`config.mk`:
```
export PLATFORM = sky130hd
export DESIGN_NAME = ram_ctrl_param_flat
export DESIGN_NICKNAME = d
export VERILOG_FILES = /design/src/rtl/ram_ctrl_param_if.sv /design/src/rtl/ram_ctrl_param.sv /design/src/flat_wrapper.sv
export SDC_FILE = /design/constraint.sdc
export NUM_CORES = 1
export LEC_CHECK = 0
export CORE_MARGIN = 1.5
export CORE_UTILIZATION = 68
export CTS_BUF_LIST = sky130_fd_sc_hd__clkbuf_8
export CTS_CLUSTER_DIAMETER = 100
export DETAILED_ROUTE_END_ITERATION = 8
export PLACE_DENSITY = 0.84
export SLEW_MARGIN = 20
export SYNTH_ARGS = -nofsm -noshare
export SYNTH_HDL_FRONTEND = slang
export SYNTH_SLANG_ARGS = --single-unit
```
`constraint.sdc`:
```
create_clock -name clock -period 4.97 [get_ports clock]
set_input_delay 1.491 -clock clock [delete_from_list [all_inputs] [get_ports clock]]
set_output_delay 1.491 -clock clock [all_outputs]
set_load 0.05 [all_outputs]
```
`src/rtl/ram_ctrl_param_if.sv`:
```
//==============================================================================
// Interface : ram_ctrl_param_if
// Brief     : User-side bus of ram_ctrl_param (access, clear/scan control, read result).
// Revision  : 1.0 - initial release
//==============================================================================
`default_nettype none

interface ram_ctrl_param_if #(
  parameter int DATA_W = 4,
  parameter int ADDR_W = 5
);
  logic [ADDR_W-1:0] address;
  logic [DATA_W-1:0] data;
  logic              wren;
  logic              clear;
  logic              scan_en;
  logic              busy;
  logic [DATA_W-1:0] q;
  logic [ADDR_W-1:0] q_addr;
  logic              q_valid;
  logic              parity_err;

  modport master (
    output address, data, wren, clear, scan_en,
    input  busy, q, q_addr, q_valid, parity_err
  );

  modport slave (
    input  address, data, wren, clear, scan_en,
    output busy, q, q_addr, q_valid, parity_err
  );
endinterface

`default_nettype wire

```
`src/rtl/ram_ctrl_param.sv`:
```
//==============================================================================
// Module   : ram_ctrl_param
// Brief    : Parametrised single-port synchronous RAM controller with a clear
//            engine and an auto-scan read mode. Optional parity storage is
//            enabled by defining RAM_PARITY_EN.
// Revision : 1.0 - initial release
//==============================================================================
`default_nettype none

module ram_ctrl_param #(
  parameter int                DATA_W    = 4,
  parameter int                ADDR_W    = 5,
  parameter int                DEPTH     = 32,
  parameter logic [DATA_W-1:0] CLEAR_VAL = '0,
  parameter int                SCAN_DIV  = 4
) (
  input logic             clock,
  input logic             resetn,
  ram_ctrl_param_if.slave bus
);

  localparam int              DIV_W    = (SCAN_DIV > 1) ? $clog2(SCAN_DIV) : 1;
  localparam logic [ADDR_W-1:0] LAST_ADDR = ADDR_W'(DEPTH - 1);
  localparam logic [DIV_W-1:0]  DIV_LAST  = DIV_W'(SCAN_DIV - 1);

`ifdef RAM_PARITY_EN
  localparam int MEM_W = DATA_W + 1;
`else
  localparam int MEM_W = DATA_W;
`endif

  typedef enum logic [1:0] {
    S_IDLE  = 2'd0,
    S_CLEAR = 2'd1,
    S_SCAN  = 2'd2
  } state_t;

  state_t            state;
  state_t            next_state;
  logic [ADDR_W-1:0] clear_ptr;
  logic [ADDR_W-1:0] scan_ptr;
  logic [DIV_W-1:0]  div_cnt;

  logic              rd_en;
  logic [ADDR_W-1:0] rd_addr;
  logic              rd_ok;
  logic              wr_en;
  logic [ADDR_W-1:0] wr_addr;
  logic [DATA_W-1:0] wr_data;
  logic              wr_ok;
  logic [MEM_W-1:0]  wr_word;
  logic [MEM_W-1:0]  rd_word;

  logic [MEM_W-1:0]  mem [DEPTH];

  logic [DATA_W-1:0] rd_q;
  logic [ADDR_W-1:0] rd_q_addr;
  logic              rd_valid;

  // Next-state and datapath steering
  always_comb begin
    next_state = state;
    rd_en      = 1'b0;
    rd_addr    = bus.address;
    wr_en      = 1'b0;
    wr_addr    = bus.address;
    wr_data    = bus.data;
    case (state)
      S_IDLE: begin
        rd_en = 1'b1;
        wr_en = bus.wren;
        if (bus.clear) begin
          next_state = S_CLEAR;
        end else if (bus.scan_en) begin
          next_state = S_SCAN;
        end
      end
      S_CLEAR: begin
        wr_en   = 1'b1;
        wr_addr = clear_ptr;
        wr_data = CLEAR_VAL;
        if (clear_ptr == LAST_ADDR) begin
          next_state = S_IDLE;
        end
      end
      S_SCAN: begin
        rd_en   = (div_cnt == '0);
        rd_addr = scan_ptr;
        if (bus.clear) begin
          next_state = S_CLEAR;
        end else if (!bus.scan_en) begin
          next_state = S_IDLE;
        end
      end
      default: begin
        next_state = S_IDLE;
      end
    endcase
  end

  always_ff @(posedge clock or negedge resetn) begin
    if (!resetn) begin
      state     <= S_IDLE;
      clear_ptr <= '0;
      scan_ptr  <= '0;
      div_cnt   <= '0;
    end else begin
      state <= next_state;
      if (state == S_CLEAR && next_state == S_CLEAR) begin
        clear_ptr <= clear_ptr + ADDR_W'(1);
      end else begin
        clear_ptr <= '0;
      end
      // Counters restart from zero on every entry into SCAN
      if (state == S_SCAN && next_state == S_SCAN) begin
        if (div_cnt == DIV_LAST) begin
          div_cnt  <= '0;
          scan_ptr <= (scan_ptr == LAST_ADDR) ? '0 : scan_ptr + ADDR_W'(1);
        end else begin
          div_cnt <= div_cnt + DIV_W'(1);
        end
      end else begin
        div_cnt  <= '0;
        scan_ptr <= '0;
      end
    end
  end

  if (DEPTH == (1 << ADDR_W)) begin : g_full_range
    assign rd_ok = 1'b1;
    assign wr_ok = wr_en;
  end else begin : g_partial_range
    localparam logic [ADDR_W:0] DEPTH_LIM = (ADDR_W + 1)'(DEPTH);
    assign rd_ok = ({1'b0, rd_addr} < DEPTH_LIM);
    assign wr_ok = wr_en && ({1'b0, wr_addr} < DEPTH_LIM);
  end

`ifdef RAM_PARITY_EN
  assign wr_word = {^wr_data, wr_data};
`else
  assign wr_word = wr_data;
`endif

  always_ff @(posedge clock) begin
    if (wr_ok) begin
      mem[wr_addr] <= wr_word;
    end
  end

  // Out-of-range reads return zero; same-edge writes leave the old word visible
  assign rd_word = rd_ok ? mem[rd_addr] : '0;

  always_ff @(posedge clock or negedge resetn) begin
    if (!resetn) begin
      rd_q      <= '0;
      rd_q_addr <= '0;
      rd_valid  <= 1'b0;
    end else begin
      rd_valid <= rd_en;
      if (rd_en) begin
        rd_q      <= rd_word[DATA_W-1:0];
        rd_q_addr <= rd_addr;
      end
    end
  end

`ifdef RAM_PARITY_EN
  logic rd_perr;

  always_ff @(posedge clock or negedge resetn) begin
    if (!resetn) begin
      rd_perr <= 1'b0;
    end else begin
      rd_perr <= rd_en && rd_ok && (^rd_word);
    end
  end

  assign bus.parity_err = rd_perr;
`else
  assign bus.parity_err = 1'b0;
`endif

  assign bus.busy    = (state == S_CLEAR);
  assign bus.q       = rd_q;
  assign bus.q_addr  = rd_q_addr;
  assign bus.q_valid = rd_valid;

endmodule

`default_nettype wire
```
`src/flat_wrapper.sv`:
```
// flat-port wrapper written by rule: the top's interface ports become plain ports
module ram_ctrl_param_flat 
#(
  parameter int                DATA_W    = 4,
  parameter int                ADDR_W    = 5,
  parameter int                DEPTH     = 32,
  parameter logic [DATA_W-1:0] CLEAR_VAL = '0,
  parameter int                SCAN_DIV  = 4
)
  (clock, resetn, bus_address, bus_data, bus_wren, bus_clear, bus_scan_en, bus_busy, bus_q, bus_q_addr, bus_q_valid, bus_parity_err);
  ram_ctrl_param_if #(.DATA_W(DATA_W), .ADDR_W(ADDR_W)) bus_i ();
  input logic clock;
  input logic resetn;
  input wire logic [$bits(bus_i.address)-1:0] bus_address;
  input wire logic [$bits(bus_i.data)-1:0] bus_data;
  input wire logic [$bits(bus_i.wren)-1:0] bus_wren;
  input wire logic [$bits(bus_i.clear)-1:0] bus_clear;
  input wire logic [$bits(bus_i.scan_en)-1:0] bus_scan_en;
  output wire logic [$bits(bus_i.busy)-1:0] bus_busy;
  output wire logic [$bits(bus_i.q)-1:0] bus_q;
  output wire logic [$bits(bus_i.q_addr)-1:0] bus_q_addr;
  output wire logic [$bits(bus_i.q_valid)-1:0] bus_q_valid;
  output wire logic [$bits(bus_i.parity_err)-1:0] bus_parity_err;
  assign bus_i.address = bus_address;
  assign bus_i.data = bus_data;
  assign bus_i.wren = bus_wren;
  assign bus_i.clear = bus_clear;
  assign bus_i.scan_en = bus_scan_en;
  assign bus_busy = bus_i.busy;
  assign bus_q = bus_i.q;
  assign bus_q_addr = bus_i.q_addr;
  assign bus_q_valid = bus_i.q_valid;
  assign bus_parity_err = bus_i.parity_err;
  ram_ctrl_param #(.DATA_W(DATA_W), .ADDR_W(ADDR_W), .DEPTH(DEPTH), .CLEAR_VAL(CLEAR_VAL), .SCAN_DIV(SCAN_DIV)) u_core (.clock(clock), .resetn(resetn), .bus(bus_i));
endmodule
```
# Word level (Yosys, flattened, before mapping)
# Memories as Yosys holds them, arrays and structs flattened. A register that Yosys moved wholly into a read port is not among the register bits.
# Cells that the tools add are included.
totals:
  regBits: 20
  mem_bits_rw: 128
  input_bits: 14
  word_cells: 42
  n_memories: 1
op_classes:
  add_sub_neg: 3
  eq_ne: 8
  n_mux: 19
  n_reduce_logical: 5
memory_table:
  columns: ["name", "depth", "word_bits", "rd", "rd_clocked_by_memory_dff", "wr", "line_no", "text"]
  rows:
  - ["u_core.mem", 32, 4, 1, 1, 1, "ram_ctrl_param.sv:54", "logic [MEM_W-1:0] mem [DEPTH];"]
ops:
  columns: ["operator", "count"]
  rows:
  - ["$mux 5", 6]
  - ["$mux 2", 7]
  - ["$add 5x1->5 const B", 2]
  - ["$eq 5x5->1 const B", 2]
  - ["$eq 2x2->1 const B", 3]
  - ["$pmux 2 s3", 1]
  - ["$eq 2x1->1 const B", 2]
  - ["$logic_not 2->1", 2]
  - ["$mux 4", 1]
  - ["$pmux 1 s2", 2]
  - ["$add 2x1->2 const B", 1]
  - ["$logic_and 1x1->1", 2]
  - ["$mux 1", 2]
  - ["$ne 2x2->1 const B", 1]
  - ["$logic_not 1->1", 1]

# Logic depth before layout (Yosys ltp)
logic_depth:
  word_depth: 6
  mapped_depth: 9
  depth_no_buf: 9

# Worst setup path before layout
# Ideal clock, no wire load.
synth_path:
  kind: "in2reg"
  startpoint: "in bus_address[2]"
  endpoint: "reg u_core.rd_q[3], in the netlist u_core.bus.q[3] (read register of u_core.mem)"
  t_arrival_ns: 2.812
  required_time_ns: 4.880
  path_slack_ns: 2.068
  path_stages: 7
  n_path_buf: 1
  cell_sequence: "clkbuf_1 > nor2_1 > mux2i_2 > nor3_1 > a311o_1 > a221o_1 > o2111ai_1"
synth_via:
  elab_chain_cells: 1
synth_lines:
  columns: ["element", "line_no", "text"]
  rows:
  - ["start: declaration", "flat_wrapper.sv:14", "input wire logic [$bits(bus_i.address)-1:0] bus_address;"]
  - ["$mux 5", "ram_ctrl_param.sv:68", "case (state)"]
  - ["end: declaration", "ram_ctrl_param.sv:56", "logic [DATA_W-1:0] rd_q;"]
# Every way passes these cells.
# A chain may end at the register's enable or synchronous reset.

# Worst setup path in the final report
layout_path:
  startpoint: "reg u_core.state[0]"
  endpoint: "out bus_busy"
layout_via:
  elab_chain_cells: 1
layout_lines:
  columns: ["element", "line_no", "text"]
  rows:
  - ["start: declaration", "ram_ctrl_param.sv:38", "state_t state;"]
  - ["start signal: assignment", "ram_ctrl_param.sv:108", "state <= next_state;"]
  - ["$eq 2x1->1", "ram_ctrl_param.sv:183", "assign bus.busy = (state == S_CLEAR);"]
  - ["end: declaration", "flat_wrapper.sv:19", "output wire logic [$bits(bus_i.busy)-1:0] bus_busy;"]
# Every way passes these cells.

==> results by group <==
Critical path
  – Worst Path Arrival: around 2.7 ns
  – Crit end category: primary output
  – CP max FO: 17
  – CP Class: flop to primary output
  – Crit path required time: about 3.5 ns
  – Crit start category: flop

Floorplan
  – Core box area: ~0.0093 mm²
  – Die Area: 0.0103 mm²
  – Rows: 35
  – Num ports: 26
  – Starting Density: 0.709
  – Die Ht: between 100 and 150 µm
  – Die extent in x: 102 µm

Min path
  – Hold Crit Class: flop to flop

Pwr
  – P_leak: 2.66 nW
  – Power per cell area: 488 mW/mm²
  – Worst vdd ir: roughly 370 µV

Cells and area
  – Layout area overhead: 10.1%
  – Nets: between 500 and 600
  – Final core area utilization: 0.781
  – Layout cells sized above 1: 0.0836
  – N_diodes: 0

Placement
  – PortBufs: 24
  – RePlAce Congestion: about 0.91
  – Setup WS pre-CTS: approximately 1.1 ns
  – DP Wirelength: approximately 9600 µm

Detailed routing
  – Vias per cell: 6.49
  – TritonRoute pass-1 iters: 7
  – Routed wire length: between 10,000 and 15,000 µm
  – DRC marker count from the first detailed-route iteration: 429
  – Detailed-route via count: around 4,500
  – Drc violations: 0
  – Final ANT Viol Nets: 0
  – Wire per inst: roughly 21 µm

Yosys
  – Post-synthesis register bit count: between 150 and 200
  – Ys flop type: edfxtp_1
  – Post-Syn Nets: about 550
  – Sequential share of the synthesized area: 0.672
  – Post-synthesis cell count: approximately 530
  – Yosys cell types: 52
  – Avg Cell Area, Syn: around 13 µm²
  – Yosys Warn Count: 0
  – Synthesized area: between 0.006 and 0.007 mm²
  – EDFF count, synth: approximately 130
  – Ys async rst share: 0.158

Clock tree
  – Clk root buf: clkbuf_8
  – Inserted Clock Buffers: 17
  – Post-CTS setup buffers: 0
  – Resized Gates After CTS: 0
  – CTS max path bufs: 2
  – Register clock-pin slew on the reported worst setup and hold paths: around 0.08 ns
  – Hold_buf cts: 0
  – CTS tree: built
  – Num Clock Sinks: between 150 and 200
  – H-tree level count: 4
  – Clk_lat worst skew: approximately 0.44 ns

Timing
  – Fmax: ~240 MHz
  – Period utilization: 0.833
  – Relative slew slack: 0.274
  – Setup Skew: around 0.013 ns
  – PnR worst setup slack: between 0.8 and 0.9 ns
  – Hold Violations, Final: 0
  – Max Slew Vio Count: 0
  – Worst hold margin: just under 0.5 ns
  – Tmin final: 4.14 ns
  – Setup TNS: 0 ns
  – Setup-failing EPs final: 0
  – Unrepaired setup endpoints after global routing: false
  – Worst slew pin tran: between 1 and 1.5 ns

Global route
  – First-pass GRT wire length: between 20,000 and 25,000 µm
  – Total gr overflow: 0
  – Vias in the first global route: 4,496
  – Tot GR Track Use: 0.318
  – Initial antenna violation count: 0
  – Largest net degree at the start of global routing: 48

Outcome
  – Status: finished, final reports clean

Run
  – Max-cap violation count: 0
-- routing by layer --
metal  track usage  up-vias  routed length [µm]
li1              -     1980                   -
met1         0.423     2146                5710
met2         0.488      300                6960
met3        0.0842       61                1530
met4         0.161        0                 599
met5             0        -                   0
-- power by group --
part | internal, mW | switching, mW
combinational | 0.252 | 0.688
sequential | 1.63 | 0.0900
clock | 0.454 | 0.448
total | 2.33 | 1.23
-- state kept, by name (all words and copies together) (netlist names) --
name and cells:
u_core.mem 128, u_core.bus.q_addr 5, u_core.clear_ptr 5, u_core.scan_ptr 5, u_core.bus.q 4, u_core.div_cnt 2
u_core.state 2, u_core.bus.q_valid 1
-- area by class of cell --
cell class              instances  area [µm²]
well taps                     129         161
inverters                      15        56.3
repair buffers                 29         273
multi-input cells             334        1970
clock inverters                14         135
flip-flops and latches        152        4440
fillers                       575        2040
clock buffers                  18         248
-- synth_stat cells, types with 6 or more instances --
master,number,area share
a31oi_1,12,0.011
buf_2,8,0.0061
clkbuf_1,6,0.0034
nand2b_1,10,0.0095
dfrtp_1,24,0.091
o21ai_0,13,0.0098
nand3b_1,6,0.0068
mux2i_1,28,0.042
nor2_1,58,0.033
nand3_1,16,0.012
ha_1,6,0.011
nand4_1,6,0.0057
edfxtp_1,128,0.58
o22ai_1,6,0.0057
inv_1,14,0.0079
a211oi_1,8,0.0091
nand2_1,90,0.051
a21oi_1,12,0.0091
-- critical path, stage by stage (launching register included) --
cell and delay [ns]:
dfrtp_1 0.67, nand2b_1 0.29, inv_1 0.39, clkdlybuf4s50_1 0.88
-- kinds of logic after synthesis --
kind of cell	synth area share
AOI/OAI and AO/OA	0.0851
xor gates and xnor gates	0.00265
adders and majority gates	0.0113
buffers and inverters	0.0316
DFF	0.672
muxes	0.0563
other	0.000567
and+or+nand+nor	0.141
-- final timing paths --
kind | startpoint | endpoint | slack [ns] | cells past startpoint
worst max-delay path | u_core.state[0]$_DFF_PN0_ | bus_busy | 0.83 | 3
worst min-delay path | u_core.div_cnt[0]$_DFF_PN0_ | u_core.div_cnt[0]$_DFF_PN0_ | 0.48 | 1
worst max register to register | u_core.state[0]$_DFF_PN0_ | u_core.bus.q[2]$_DFFE_PN0P_ | 1.79 | 6
worst min register to register | u_core.div_cnt[0]$_DFF_PN0_ | u_core.div_cnt[0]$_DFF_PN0_ | 0.48 | 1
max in group asynchronous | resetn | u_core.clear_ptr[0]$_DFF_PN0_ | 3.57 | 1
min in group asynchronous | resetn | u_core.div_cnt[1]$_DFF_PN0_ | 1.03 | 1
-- per-stage QoR --
step	std cells	area [µm²]	total power, mW
6_report	691	7280	3.56
5_1_grt	691	7280	3.69
4_1_cts	691	7290	3.54
3_5_place_dp	659	6910	2.66
3_3_place_gp	659	6900	2.63
2_1_floorplan	526	6620	2.32
-- layout by cell type (no fill, tap or decap), types with 3 or more instances in the layout --
master,netlist,layout
edfxtp_1,128,128
nand2_1,90,90
nor2_1,58,58
mux2i_1,28,28
dfrtp_1,24,24
clkdlybuf4s50_1,0,23
clkbuf_8,0,18
inv_1,14,17
nand3_1,16,16
o21ai_0,13,13
a21oi_1,12,12
a31oi_1,12,12
nand2b_1,10,10
a211oi_1,8,8
nand3b_1,6,6
o22ai_1,6,6
nand4_1,6,6
ha_1,6,6
buf_4,4,5
nor3b_1,4,4
a21o_1,4,4
and3_1,4,4
a32oi_1,4,4
nor3_1,3,3
o31ai_1,3,3
mux2_4,3,3
a22oi_1,3,3
mux2_2,3,3
clkinvlp_4,0,3
clkinv_2,0,3
Note: power is estimated with default switching activity, not from simulation.
